**src/rtl/vram_blit_pkg.sv**
```systemverilog
// Shared types and default geometry for the text-mode VRAM blit controller.
package vram_blit_pkg;

  localparam int unsigned ROW_WORDS_DEF  = 40;
  localparam int unsigned NUM_ROWS_DEF   = 30;
  localparam int unsigned VRAM_WORDS_DEF = ROW_WORDS_DEF * NUM_ROWS_DEF;

  typedef enum logic [1:0] {
    NOP      = 2'd0,
    CLEAR    = 2'd1,
    SCROLL   = 2'd2,
    FILL_ROW = 2'd3
  } blit_op_e;

  typedef enum logic [2:0] {
    StIdle,
    StSync,
    StRead,
    StCapt,
    StWrite,
    StFill,
    StDone
  } blit_state_e;

  function automatic int unsigned row_base(input int unsigned row, input int unsigned row_words);
    return row * row_words;
  endfunction

endpackage

```
**src/rtl/vram_blit_ctrl_if.sv**
```systemverilog
// Command, CPU and VRAM port-B signals of the blit controller; slave is the controller's view.
interface vram_blit_ctrl_if
  import vram_blit_pkg::*;
#(
  parameter int unsigned ADDR_W = 11
);
  logic              cmd_valid;
  logic              cmd_ready;
  blit_op_e          cmd_op;
  logic [4:0]        cmd_row;
  logic [31:0]       fill_data;
  logic              busy;
  logic              done;

  logic              cpu_cs;
  logic              cpu_read;
  logic              cpu_write;
  logic [ADDR_W-1:0] cpu_addr;
  logic [3:0]        cpu_byte_en;
  logic [31:0]       cpu_wdata;
  logic [31:0]       cpu_rdata;

  logic [ADDR_W-1:0] ram_addr;
  logic [3:0]        ram_byte_en;
  logic [31:0]       ram_wdata;
  logic              ram_rden;
  logic              ram_wren;
  logic [31:0]       ram_q;

  logic              vs;

  modport slave (
    input  cmd_valid, cmd_op, cmd_row, fill_data,
    input  cpu_cs, cpu_read, cpu_write, cpu_addr, cpu_byte_en, cpu_wdata,
    input  ram_q, vs,
    output cmd_ready, busy, done, cpu_rdata,
    output ram_addr, ram_byte_en, ram_wdata, ram_rden, ram_wren
  );

  modport master (
    output cmd_valid, cmd_op, cmd_row, fill_data,
    output cpu_cs, cpu_read, cpu_write, cpu_addr, cpu_byte_en, cpu_wdata,
    output ram_q, vs,
    input  cmd_ready, busy, done, cpu_rdata,
    input  ram_addr, ram_byte_en, ram_wdata, ram_rden, ram_wren
  );

endinterface

```
**src/rtl/vram_blit_addr_ctr.sv**
```systemverilog
// Loadable word-address counter with a registered end address and exact last-address flag.
module vram_blit_addr_ctr #(
  parameter int unsigned ADDR_W = 11
) (
  input  logic              clk_i,
  input  logic              rst_i,
  input  logic              load_i,
  input  logic              en_i,
  input  logic [ADDR_W-1:0] start_i,
  input  logic [ADDR_W-1:0] end_i,
  output logic [ADDR_W-1:0] addr_o,
  output logic              last_o
);

  logic [ADDR_W-1:0] addr_q;
  logic [ADDR_W-1:0] end_q;

  always_ff @(posedge clk_i) begin
    if (rst_i) begin
      addr_q <= '0;
      end_q  <= '0;
    end else if (load_i) begin
      addr_q <= start_i;
      end_q  <= end_i;
    end else if (en_i) begin
      addr_q <= addr_q + ADDR_W'(1);
    end
  end

  assign addr_o = addr_q;
  assign last_o = (addr_q == end_q);

endmodule

```
**src/rtl/vram_blit_ctrl.sv**
```systemverilog
// VRAM port-B blit engine (clear / scroll / fill row) with CPU-priority arbitration.
// Optional VRAM_BLIT_VSYNC_ALIGN_EN delays each command's first access to a vs falling edge.
module vram_blit_ctrl
  import vram_blit_pkg::*;
#(
  parameter int unsigned ROW_WORDS = ROW_WORDS_DEF,
  parameter int unsigned NUM_ROWS  = NUM_ROWS_DEF,
  parameter int unsigned ADDR_W    = 11
) (
  input logic             CLK,
  input logic             RESET,
  vram_blit_ctrl_if.slave bus
);

  localparam logic [ADDR_W-1:0] LastAddr   = ADDR_W'(ROW_WORDS * NUM_ROWS - 1);
  localparam logic [ADDR_W-1:0] BotRow     = ADDR_W'(ROW_WORDS * (NUM_ROWS - 1));
  localparam logic [ADDR_W-1:0] ScrollLast = ADDR_W'(ROW_WORDS * (NUM_ROWS - 1) - 1);
  localparam logic [ADDR_W-1:0] RowStep    = ADDR_W'(ROW_WORDS);
  localparam logic [ADDR_W-1:0] RowLast    = ADDR_W'(ROW_WORDS - 1);

  blit_state_e       state_q, state_d, work_st;
  logic              done_q, ready_q;
  logic [31:0]       fill_q, fill_d, capt_q, capt_d;
  logic              accept, row_ok;
  logic [ADDR_W-1:0] row_start, acc_start, acc_end;
  logic              ctr_load, ctr_en, dst_last;
  logic [ADDR_W-1:0] ctr_start, ctr_end, dst;
  logic              cpu_act, eng_grant;
  logic              eng_rden, eng_wren;
  logic [ADDR_W-1:0] eng_addr;
  logic [31:0]       eng_wdata;

`ifdef VRAM_BLIT_VSYNC_ALIGN_EN
  logic [2:0]  vs_sync_q;
  logic        vs_fall;
  blit_state_e first_q, first_d;
  assign vs_fall = vs_sync_q[2] & ~vs_sync_q[1];
`else
  logic unused_vs;
  assign unused_vs = bus.vs;
`endif

  assign accept    = bus.cmd_valid & ready_q;
  assign row_ok    = 32'(bus.cmd_row) < NUM_ROWS;
  assign row_start = ADDR_W'(row_base(32'(bus.cmd_row), ROW_WORDS));
  assign cpu_act   = bus.cpu_cs & (bus.cpu_read | bus.cpu_write);
  assign eng_grant = ~cpu_act;

  // Decode an incoming command into its first working state and dst range.
  always_comb begin
    work_st   = StDone;
    acc_start = '0;
    acc_end   = LastAddr;
    unique case (bus.cmd_op)
      CLEAR:  work_st = StFill;
      SCROLL: begin
        work_st = StRead;
        acc_end = ScrollLast;
      end
      FILL_ROW: begin
        if (row_ok) begin
          work_st   = StFill;
          acc_start = row_start;
          acc_end   = row_start + RowLast;
        end
      end
      default: work_st = StDone;
    endcase
  end

  always_comb begin
    state_d   = state_q;
    fill_d    = fill_q;
    capt_d    = capt_q;
    ctr_load  = 1'b0;
    ctr_en    = 1'b0;
    ctr_start = acc_start;
    ctr_end   = acc_end;
    eng_rden  = 1'b0;
    eng_wren  = 1'b0;
    eng_addr  = dst;
    eng_wdata = fill_q;
`ifdef VRAM_BLIT_VSYNC_ALIGN_EN
    first_d   = first_q;
`endif
    unique case (state_q)
      StIdle: begin
        if (accept) begin
          fill_d = bus.fill_data;
          if (work_st == StDone) begin
            state_d = StDone;
          end else begin
            ctr_load = 1'b1;
`ifdef VRAM_BLIT_VSYNC_ALIGN_EN
            first_d = work_st;
            state_d = StSync;
`else
            state_d = work_st;
`endif
          end
        end
      end
      StSync: begin
`ifdef VRAM_BLIT_VSYNC_ALIGN_EN
        if (vs_fall) state_d = first_q;
`else
        state_d = StIdle;
`endif
      end
      StRead: begin
        eng_rden = 1'b1;
        eng_addr = dst + RowStep;
        if (eng_grant) state_d = StCapt;
      end
      // q_b stays valid under CPU traffic, so the capture never waits for a grant.
      StCapt: begin
        capt_d  = bus.ram_q;
        state_d = StWrite;
      end
      StWrite: begin
        eng_wren  = 1'b1;
        eng_wdata = capt_q;
        if (eng_grant) begin
          if (dst_last) begin
            ctr_load  = 1'b1;
            ctr_start = BotRow;
            ctr_end   = LastAddr;
            state_d   = StFill;
          end else begin
            ctr_en  = 1'b1;
            state_d = StRead;
          end
        end
      end
      StFill: begin
        eng_wren = 1'b1;
        if (eng_grant) begin
          if (dst_last) state_d = StDone;
          else          ctr_en  = 1'b1;
        end
      end
      StDone:  state_d = StIdle;
      default: state_d = StIdle;
    endcase
  end

  always_ff @(posedge CLK) begin
    if (RESET) begin
      state_q   <= StIdle;
      done_q    <= 1'b0;
      ready_q   <= 1'b1;
      fill_q    <= '0;
      capt_q    <= '0;
`ifdef VRAM_BLIT_VSYNC_ALIGN_EN
      vs_sync_q <= 3'b111;
      first_q   <= StIdle;
`endif
    end else begin
      state_q   <= state_d;
      done_q    <= (state_d == StDone);
      ready_q   <= (state_d == StIdle);
      fill_q    <= fill_d;
      capt_q    <= capt_d;
`ifdef VRAM_BLIT_VSYNC_ALIGN_EN
      vs_sync_q <= {vs_sync_q[1:0], bus.vs};
      first_q   <= first_d;
`endif
    end
  end

  vram_blit_addr_ctr #(
    .ADDR_W (ADDR_W)
  ) u_dst_ctr (
    .clk_i   (CLK),
    .rst_i   (RESET),
    .load_i  (ctr_load),
    .en_i    (ctr_en),
    .start_i (ctr_start),
    .end_i   (ctr_end),
    .addr_o  (dst),
    .last_o  (dst_last)
  );

  always_comb begin
    if (cpu_act) begin
      bus.ram_addr    = bus.cpu_addr;
      bus.ram_byte_en = bus.cpu_byte_en;
      bus.ram_wdata   = bus.cpu_wdata;
      bus.ram_rden    = bus.cpu_read;
      bus.ram_wren    = bus.cpu_write;
    end else begin
      bus.ram_addr    = eng_addr;
      bus.ram_byte_en = 4'hF;
      bus.ram_wdata   = eng_wdata;
      bus.ram_rden    = eng_rden;
      bus.ram_wren    = eng_wren;
    end
  end

  assign bus.cmd_ready = ready_q;
  assign bus.busy      = ~ready_q;
  assign bus.done      = done_q;
  assign bus.cpu_rdata = bus.ram_q;

endmodule

```
**src/flat_wrapper.sv**
```systemverilog
// flat-port wrapper written by rule: the top's interface ports become plain ports
module vram_blit_ctrl_flat import vram_blit_pkg::*;
#(
  parameter int unsigned ROW_WORDS = ROW_WORDS_DEF,
  parameter int unsigned NUM_ROWS  = NUM_ROWS_DEF,
  parameter int unsigned ADDR_W    = 11
)
  (CLK, RESET, bus_cmd_valid, bus_cmd_op, bus_cmd_row, bus_fill_data, bus_cpu_cs, bus_cpu_read, bus_cpu_write, bus_cpu_addr, bus_cpu_byte_en, bus_cpu_wdata, bus_ram_q, bus_vs, bus_cmd_ready, bus_busy, bus_done, bus_cpu_rdata, bus_ram_addr, bus_ram_byte_en, bus_ram_wdata, bus_ram_rden, bus_ram_wren);
  vram_blit_ctrl_if #(.ADDR_W(ADDR_W)) bus_i ();
  input logic CLK;
  input logic RESET;
  input wire logic [$bits(bus_i.cmd_valid)-1:0] bus_cmd_valid;
  input wire logic [$bits(bus_i.cmd_op)-1:0] bus_cmd_op;
  input wire logic [$bits(bus_i.cmd_row)-1:0] bus_cmd_row;
  input wire logic [$bits(bus_i.fill_data)-1:0] bus_fill_data;
  input wire logic [$bits(bus_i.cpu_cs)-1:0] bus_cpu_cs;
  input wire logic [$bits(bus_i.cpu_read)-1:0] bus_cpu_read;
  input wire logic [$bits(bus_i.cpu_write)-1:0] bus_cpu_write;
  input wire logic [$bits(bus_i.cpu_addr)-1:0] bus_cpu_addr;
  input wire logic [$bits(bus_i.cpu_byte_en)-1:0] bus_cpu_byte_en;
  input wire logic [$bits(bus_i.cpu_wdata)-1:0] bus_cpu_wdata;
  input wire logic [$bits(bus_i.ram_q)-1:0] bus_ram_q;
  input wire logic [$bits(bus_i.vs)-1:0] bus_vs;
  output wire logic [$bits(bus_i.cmd_ready)-1:0] bus_cmd_ready;
  output wire logic [$bits(bus_i.busy)-1:0] bus_busy;
  output wire logic [$bits(bus_i.done)-1:0] bus_done;
  output wire logic [$bits(bus_i.cpu_rdata)-1:0] bus_cpu_rdata;
  output wire logic [$bits(bus_i.ram_addr)-1:0] bus_ram_addr;
  output wire logic [$bits(bus_i.ram_byte_en)-1:0] bus_ram_byte_en;
  output wire logic [$bits(bus_i.ram_wdata)-1:0] bus_ram_wdata;
  output wire logic [$bits(bus_i.ram_rden)-1:0] bus_ram_rden;
  output wire logic [$bits(bus_i.ram_wren)-1:0] bus_ram_wren;
  assign bus_i.cmd_valid = bus_cmd_valid;
  assign bus_i.cmd_op = bus_cmd_op;
  assign bus_i.cmd_row = bus_cmd_row;
  assign bus_i.fill_data = bus_fill_data;
  assign bus_i.cpu_cs = bus_cpu_cs;
  assign bus_i.cpu_read = bus_cpu_read;
  assign bus_i.cpu_write = bus_cpu_write;
  assign bus_i.cpu_addr = bus_cpu_addr;
  assign bus_i.cpu_byte_en = bus_cpu_byte_en;
  assign bus_i.cpu_wdata = bus_cpu_wdata;
  assign bus_i.ram_q = bus_ram_q;
  assign bus_i.vs = bus_vs;
  assign bus_cmd_ready = bus_i.cmd_ready;
  assign bus_busy = bus_i.busy;
  assign bus_done = bus_i.done;
  assign bus_cpu_rdata = bus_i.cpu_rdata;
  assign bus_ram_addr = bus_i.ram_addr;
  assign bus_ram_byte_en = bus_i.ram_byte_en;
  assign bus_ram_wdata = bus_i.ram_wdata;
  assign bus_ram_rden = bus_i.ram_rden;
  assign bus_ram_wren = bus_i.ram_wren;
  vram_blit_ctrl #(.ROW_WORDS(ROW_WORDS), .NUM_ROWS(NUM_ROWS), .ADDR_W(ADDR_W)) u_core (.CLK(CLK), .RESET(RESET), .bus(bus_i));
endmodule
```
**config.mk**
```make
export PLATFORM = sky130hd
export DESIGN_NAME = vram_blit_ctrl_flat
export DESIGN_NICKNAME = d
export VERILOG_FILES = /design/src/rtl/vram_blit_pkg.sv /design/src/rtl/vram_blit_ctrl_if.sv /design/src/rtl/vram_blit_addr_ctr.sv /design/src/rtl/vram_blit_ctrl.sv /design/src/flat_wrapper.sv
export SDC_FILE = /design/constraint.sdc
export NUM_CORES = 1
export LEC_CHECK = 0
export CORE_MARGIN = 5
export CORE_UTILIZATION = 40
export CTS_CLUSTER_DIAMETER = 200
export DETAILED_ROUTE_END_ITERATION = 10
export PLACE_DENSITY_LB_ADDON = 0.25
export SYNTH_ARGS = -nofsm -noshare
export SYNTH_HDL_FRONTEND = slang
export SYNTH_SLANG_ARGS = --single-unit
export TNS_END_PERCENT = 20
```
**constraint.sdc**
```tcl
create_clock -name CLK -period 2.05 [get_ports CLK]
set_clock_uncertainty 0.1 [all_clocks]
set_input_delay 0.41 -clock CLK [delete_from_list [all_inputs] [get_ports CLK]]
set_output_delay 0.41 -clock CLK [all_outputs]
set_load 0.02 [all_outputs]
```
==> results of run 1 <==
[timing repair]
action | 4_1_cts | 5_1_grt
gates cloned | 7 | 0
setup buffers | 9 | 0
endpoints found under the hold margin | 0 | 0
pin swaps | 15 | 12
setup endpoints to repair | 71 | 76
gates resized for setup | 300 | 62
[metal layers]
| layer | vias up | GRT usage (%) |
|---|---|---|
| li1 | 2795 | - |
| met1 | 2639 | 28.9 |
| met2 | 222 | 39.9 |
| met3 | 30 | 4.63 |
| met4 | 0 | 7.68 |
| met5 | - | 0 |
[critical path, cell delays in order, from the launching register on]
cell and delay (ns):
dfxtp_2 0.36, nor3b_4 0.23, buf_6 0.15, buf_12 0.16, mux2i_2 0.24, o21ai_1 0.08, buf_4 0.16
[metrics by stage]
stage,setup TNS (ns),util (%),total power (W)
2_1_floorplan,-2.91,-,0.00406
3_5_place_dp,-35.91,60.7,0.00555
5_1_grt,-9.04,65.9,0.00791
4_1_cts,-5.11,65.1,0.00741
3_3_place_gp,-34.92,60.7,0.00548
6_report,-4.53,65.9,0.00752
[report_power, final]
part	internal [W]	switching, W	leakage (nW)
clock network	0.000957	0.000673	0.152
registers	0.00198	0.000195	0.725
logic	0.00180	0.00191	2.38
[area by class of cell]
class	count	share of cell area (%)
clock inverter	3	0.270
inverter	12	0.540
timing repair buffer	303	34.1
clock buffer	13	3.36
multi-input combinational	507	37.7
sequential	89	21.4
tap	172	2.58
[placed cells by master, fill, tap and decap left out, types with 3 or more instances in the layout]
cell type,instances
nand2_1,196
clkdlybuf4s50_1,142
buf_4,87
dfxtp_1,86
a21oi_1,74
buf_2,34
o21ai_1,31
mux2i_1,22
xnor2_1,21
nor2_1,14
inv_1,11
buf_6,11
dlygate4sd2_1,10
nand4_1,9
clkbuf_16,9
buf_12,8
a31oi_1,7
nor3_1,7
ha_1,7
o21ai_2,6
o21ai_0,6
mux2i_4,6
nand2b_1,6
nand3_1,6
nor2_2,5
mux2i_2,5
buf_16,5
dlymetal6s2s_1,5
o21a_1,4
a32oi_1,4
clkbuf_8,4
nor3b_2,3
a21o_1,3
nand2_2,3
and2_1,3
and2_4,3
o32ai_1,3
a211oi_1,3
[how the worst max path moves through the flow]
| stage | startpoint | endpoint | slack [ns] |
|---|---|---|---|
| after global routing | u_core.state_q[2]$_SDFF_PP0_ | bus_ram_wdata[9] | -0.27 |
| final | u_core.state_q[2]$_SDFF_PP0_ | bus_ram_wdata[19] | -0.18 |
| after CTS | u_core.state_q[2]$_SDFF_PP0_ | bus_ram_wdata[27] | -0.22 |
| after global placement | bus_cmd_row[1] | u_core.u_dst_ctr.end_q[9]$_SDFFE_PP0P_ | -0.59 |
| after detailed placement | bus_cmd_row[2] | u_core.u_dst_ctr.end_q[10]$_SDFFE_PP0P_ | -0.69 |
| after floorplan | u_core.state_q[0]$_SDFF_PP0_ | bus_ram_wdata[16] | -0.10 |
[cell families (layout without fill, tap and decap cells)]
group / after synthesis / count (layout)
compound gates: 166 / 166
xor+xnor: 26 / 26
buf+inv: 88 / 331
flops: 89 / 89
fa+ha+maj: 10 / 10
mux: 33 / 33
simple gates: 272 / 272
[sequential cells by signal, indices dropped and copies added (netlist names)]
name                     cells
u_core.state_q               3
u_core.bus.cmd_ready         1
u_core.bus.done              1
u_core.fill_q               32
u_core.u_dst_ctr.end_q       9
u_core.capt_q               32
u_core.u_dst_ctr.addr_o     11
==> qor.txt, run 1 <==
post-synthesis sequential area ratio = 34.4%
top sig layer = met4
adder-cell area share of the yosys netlist = 2.56%
Mapped Nets = 819
Worst-Margin Slew = 0.458 ns
TritonCTS Buffers = 9
H-Tree Depth = 3
DRC Markers = 0
Overall Global Routing Usage = 23.2%
Yosys cell types = 57
WHS Path Cells = 2
# IOs = 209
vias in the first global route = 5,751
Seq cells post-synth = 89
synthesized-area fraction occupied by ao, oa, aoi and oai cells = 19.5%
number of diodes = 0
core footprint = 12,700 um2
RSZ-0062 raised after global routing = yes
area of the multi-input gates = 3140 um2
Synth Cell Area = 5180 um2
top_reg_cell synth = dfxtp_1
post-synth top area share = 34.4%
WL/cell = 16.6 um
die width = 124 um
setup slack after layout = -0.180 ns
CTS tree = built
Clock Latency Late Sink = 0.34 ns
fillcell total = 1,073
Finished Layout Cells = 1,099
DR WL met3 = 1390 um
mux contribution to synthesized area = 6.38%
Reg clk slew, reported paths = 0.06 ns
cell taking the most area after synthesis = dfxtp_1
DR iter-0 viols = 287
routed vias = 5,686
Seq. cell area = 1790 um2
synth top area cells = dfxtp_1, nand2_1, a21oi_1, mux2i_1, buf_4
HP Class = flip-flop to flip-flop
Synth Area in XOR/XNOR = 4.54%
R2R Setup Slk = -0.07 ns
clk buf depth = 2
Initial Util = 40.9%
DR vias/cell = 5.17
port buffer count = 207
Power Density = 902 nW/um2
hold path start = u_core.fill_q[30]$_SDFFE_PP0P_
initial antenna violation count = 0
DIE HEIGHT = 124 um
Setup crit end kind = primary output
post-route ant nets = 0
Ys Warns = 0
max-slew violation count = 0
max_cap viols = 0
crit path DAT = 1.72 ns
Hold Slack = 0.355 ns
crit path time final = 2.23 ns
WP data required = 1.54 ns
root buffer cell = clkbuf_16
VDD IR-drop max = 0.556 mV
worst r2r src = u_core.u_dst_ctr.addr_o[3]$_SDFFE_PP0P_
largest net degree at the start of global routing = 34
f_max = 0.448 GHz
worst rel slew slack = 69.4%
main combinational cell family by area after synthesis = simple AND/OR/NAND/NOR gates
Placed Instance Area = 7690 um2
Synth Area in Simple Gates = 22.9%
layout cells sized above 1 = 23.7%
fin nets = 1,057
die area = 15,300 um2
status = finished with violations
post-route cell area = 8340 um2
Worst Hold End = u_core.fill_q[30]$_SDFFE_PP0P_
Reg2Reg Depth = 8
Post-synth EDFFs = 0
WL met2 = 8960 um
wl on met1 = 7470 um
CP startpoint kind = flip-flop
failing checks = negative setup slack
Overflow after GRT = 0
drt total wl = 18,200 um
CP Max Fanout = 8
Post-Syn Instances = 684
site row count = 41
dpl hpwl = 13,100 um
Hold Vio Cnt, Final = 0
FF-to-FF End = u_core.u_dst_ctr.addr_o[4]$_SDFFE_PP0P_
drt first pass iters = 5
FFs w/ async S/R, synth = 0%
most common cell in the netlist = nand2_1
final setup vio count = 41
Commonest cells post-synth = nand2_1, dfxtp_1, a21oi_1, o21ai_0, buf_4
routability cong. = 0.871
fin crit share = 109%
first-pass GRT wire length = 28,200 um
synthesized area per cell = 7.57 um2
critical path class = flip-flop to primary output
hold_buf cts = 0
Leakage = 3.25 nW
area grow syn2layout = 61.2%
clock sink count = 89
pre-CTS WS = -0.688 ns
Inst Count DP = 1,068
Note: power is estimated with default switching activity, not from simulation.
==> inputs of run 2 (changes only) <==
- ABC_AREA: not set -> 1
- CTS_CLUSTER_SIZE: not set -> 10
==> run 2 against run 1 <==
  * The flow still finishes with violations (negative setup slack)
  * Via count up 4.5%
  * Wire length down 0.48%
  * Worst setup slack better by 0.065 ns
  * Combinational power up 21%
==> qor.txt, run 2 <==
# IOs = 209
die width = 124 um
CTS tree = built
Worst-Margin Slew = 0.375 ns
root buffer cell = clkbuf_16
Commonest cells post-synth = nor2_1, nand2_1, dfxtp_1, o21ai_0, inv_1
WL/cell = 14.8 um
crit path DAT = 1.65 ns
initial antenna violation count = 0
Reg clk slew, reported paths = 0.07 ns
combinational share of power = 53.0%
CP max stage cell = dfxtp_2
Setup crit end kind = primary output
H-Tree Depth = 3
dpl hpwl = 13,200 um
FFs w/ async S/R, synth = 0%
Ys Warns = 0
fin crit share = 106%
worst rel slew slack = 75.0%
Initial Util = 40.9%
core footprint = 12,600 um2
P_sw = 0.00348 W
f_max = 0.462 GHz
layout cells sized above 1 = 22.0%
crit path time final = 2.16 ns
Mapped Nets = 939
clock sink count = 89
HP Class = flip-flop to flip-flop
TritonCTS Buffers = 9
Finished Layout Cells = 1,224
Synth Cell Area = 5160 um2
failing checks = negative setup slack
sequential share of power = 28.3%
final setup vio count = 34
CP Max Fanout = 8
status = finished with violations
fin nets = 1,182
CP startpoint kind = flip-flop
max-slew violation count = 0
DRC Markers = 0
post-synth top area share = 34.5%
area grow syn2layout = 59.8%
die area = 15,300 um2
top_reg_cell synth = dfxtp_1
critical path class = flip-flop to primary output
Overflow after GRT = 0
first-pass GRT wire length = 27,600 um
DR vias/cell = 4.85
post-route ant nets = 0
Post-Syn Instances = 804
max_cap viols = 0
setup TNS = -2.17 ns
vias in the first global route = 5,699
Pint = 0.00501 W
routability cong. = 0.925
Overall Global Routing Usage = 22.9%
Clock Latency Late Sink = 0.33 ns
Net Sw Frac = 41.0%
Post-synth EDFFs = 0
largest net degree at the start of global routing = 42
DIE HEIGHT = 124 um
Power Density = 1030 nW/um2
WP data required = 1.54 ns
Seq cells post-synth = 89
CP max stage delay = 0.33 ns
site row count = 41
post-synthesis sequential area ratio = 34.5%
DR iter-0 viols = 346
CP cell instances = inv_2, nand2_2, nor2_4, buf_12, clkbuf_16, nand2_1, a31oi_2, buf_4
VDD IR-drop max = 0.466 mV
RSZ-0062 raised after global routing = yes
Hold Vio Cnt, Final = 0
routed vias = 5,942
synthesized area per cell = 6.42 um2
most common cell in the netlist = nor2_1
commonest non-fill, non-tap cell in the layout = nor2_1
clk buf depth = 2
drt total wl = 18,100 um
drt first pass iters = 5
Yosys cell types = 35
commonest cells after routing, fill and taps aside = nor2_1, nand2_1, clkdlybuf4s50_1
synth top area cells = dfxtp_1, nor2_1, nand2_1, o21ai_0, buf_4
number of diodes = 0
cell taking the most area after synthesis = dfxtp_1
R2R Setup Slk = 0.15 ns
Leakage = 3.76 nW
setup slack after layout = -0.115 ns
Inst Count DP = 1,197
Clk pwr share = 18.7%
port buffer count = 207
==> run 2: changes by cell type after synthesis, sizes merged, moves of 25 or more <==
cell / previous run / this run
nor2: 19 / 207
a31oi: 8 / 33
inv: 12 / 60
mux2i: 33 / 0
a21oi: 74 / 8
nand2: 199 / 165
o21ai: 44 / 82
==> run 2: power by group through the flow <==
stage	sequential [W]	clock, W	combinational [W]
floorplan	0.00241	0	0.00251
global placement	0.00241	0	0.00429
CTS	0.00241	0.00161	0.00438
finish	0.00241	0.00159	0.00450
global route	0.00246	0.00167	0.00494
detailed placement	0.00243	0	0.00432
==> run 2: stage by stage <==
stage | utilization [%] | power [W] | cell area [um2] | setup WS [ns] | hold WS [ns]
floorplan | - | 0.00492 | 5190 | -0.0787 | 0.338
global placement | 61.8 | 0.00670 | 7800 | -0.678 | 0.356
detailed placement | 61.8 | 0.00675 | 7800 | -0.712 | 0.368
CTS | 64.5 | 0.00840 | 8140 | -0.155 | 0.386
global route | 65.3 | 0.00908 | 8250 | -0.228 | 0.404
finish | 65.3 | 0.00849 | 8250 | -0.115 | 0.381
==> run 2: worst max-delay path, delay by kind of cell (launching register included) <==
family / cells / cell delay [ns]
buffers and inverters: 4 / 0.53
DFF: 1 / 0.33
and+or+nand+nor: 3 / 0.31
AOI/OAI and AO/OA: 1 / 0.15
==> run 2: worst paths after layout <==
kind                                                           endpoint  cells after the start                      startpoint
worst max-delay path                                  bus_ram_wdata[19]                      8    u_core.state_q[1]$_SDFF_PP0_
worst min-delay path                     u_core.fill_q[29]$_SDFFE_PP0P_                      2  u_core.fill_q[29]$_SDFFE_PP0P_
worst max register to register  u_core.u_dst_ctr.addr_o[3]$_SDFFE_PP0P_                     12    u_core.state_q[1]$_SDFF_PP0_
worst min register to register           u_core.fill_q[29]$_SDFFE_PP0P_                      2  u_core.fill_q[29]$_SDFFE_PP0P_
==> run 2: cells by family (layout without fill, tap and decap cells) <==
kind of cell	after synthesis	count (layout)	synth area share (%)
AO/OA/AOI/OAI	129	129	13.7
XOR/XNOR	18	18	3.06
adder cells (fa/ha/maj)	10	10	2.57
buffers and inverters	134	382	12.4
flip-flops	89	89	34.5
AND/OR/NAND/NOR	424	424	33.7
==> run 2: timing repair <==
item,CTS,global route
cloned,4,1
pin swaps,20,19
buffers inserted,4,2
resized for setup,301,31
hold buffers,0,0
endpoints found under the setup margin,61,58
==> run 2: final cells by class <==
class | instances | area (um2)
fill | 1159 | 4370
clock buffer | 10 | 239
clock inverter | 6 | 48.8
timing repair buffer | 304 | 2880
multi-input combinational | 581 | 2850
tap | 172 | 215
inverter | 62 | 233
sequential | 89 | 1790
==> run 2: metal layers <==
metal	GRT usage (%)	part of all wire, %
met5	0	0
met4	9.90	3.1
met3	5.54	7.9
met2	39.1	47
met1	27.5	42
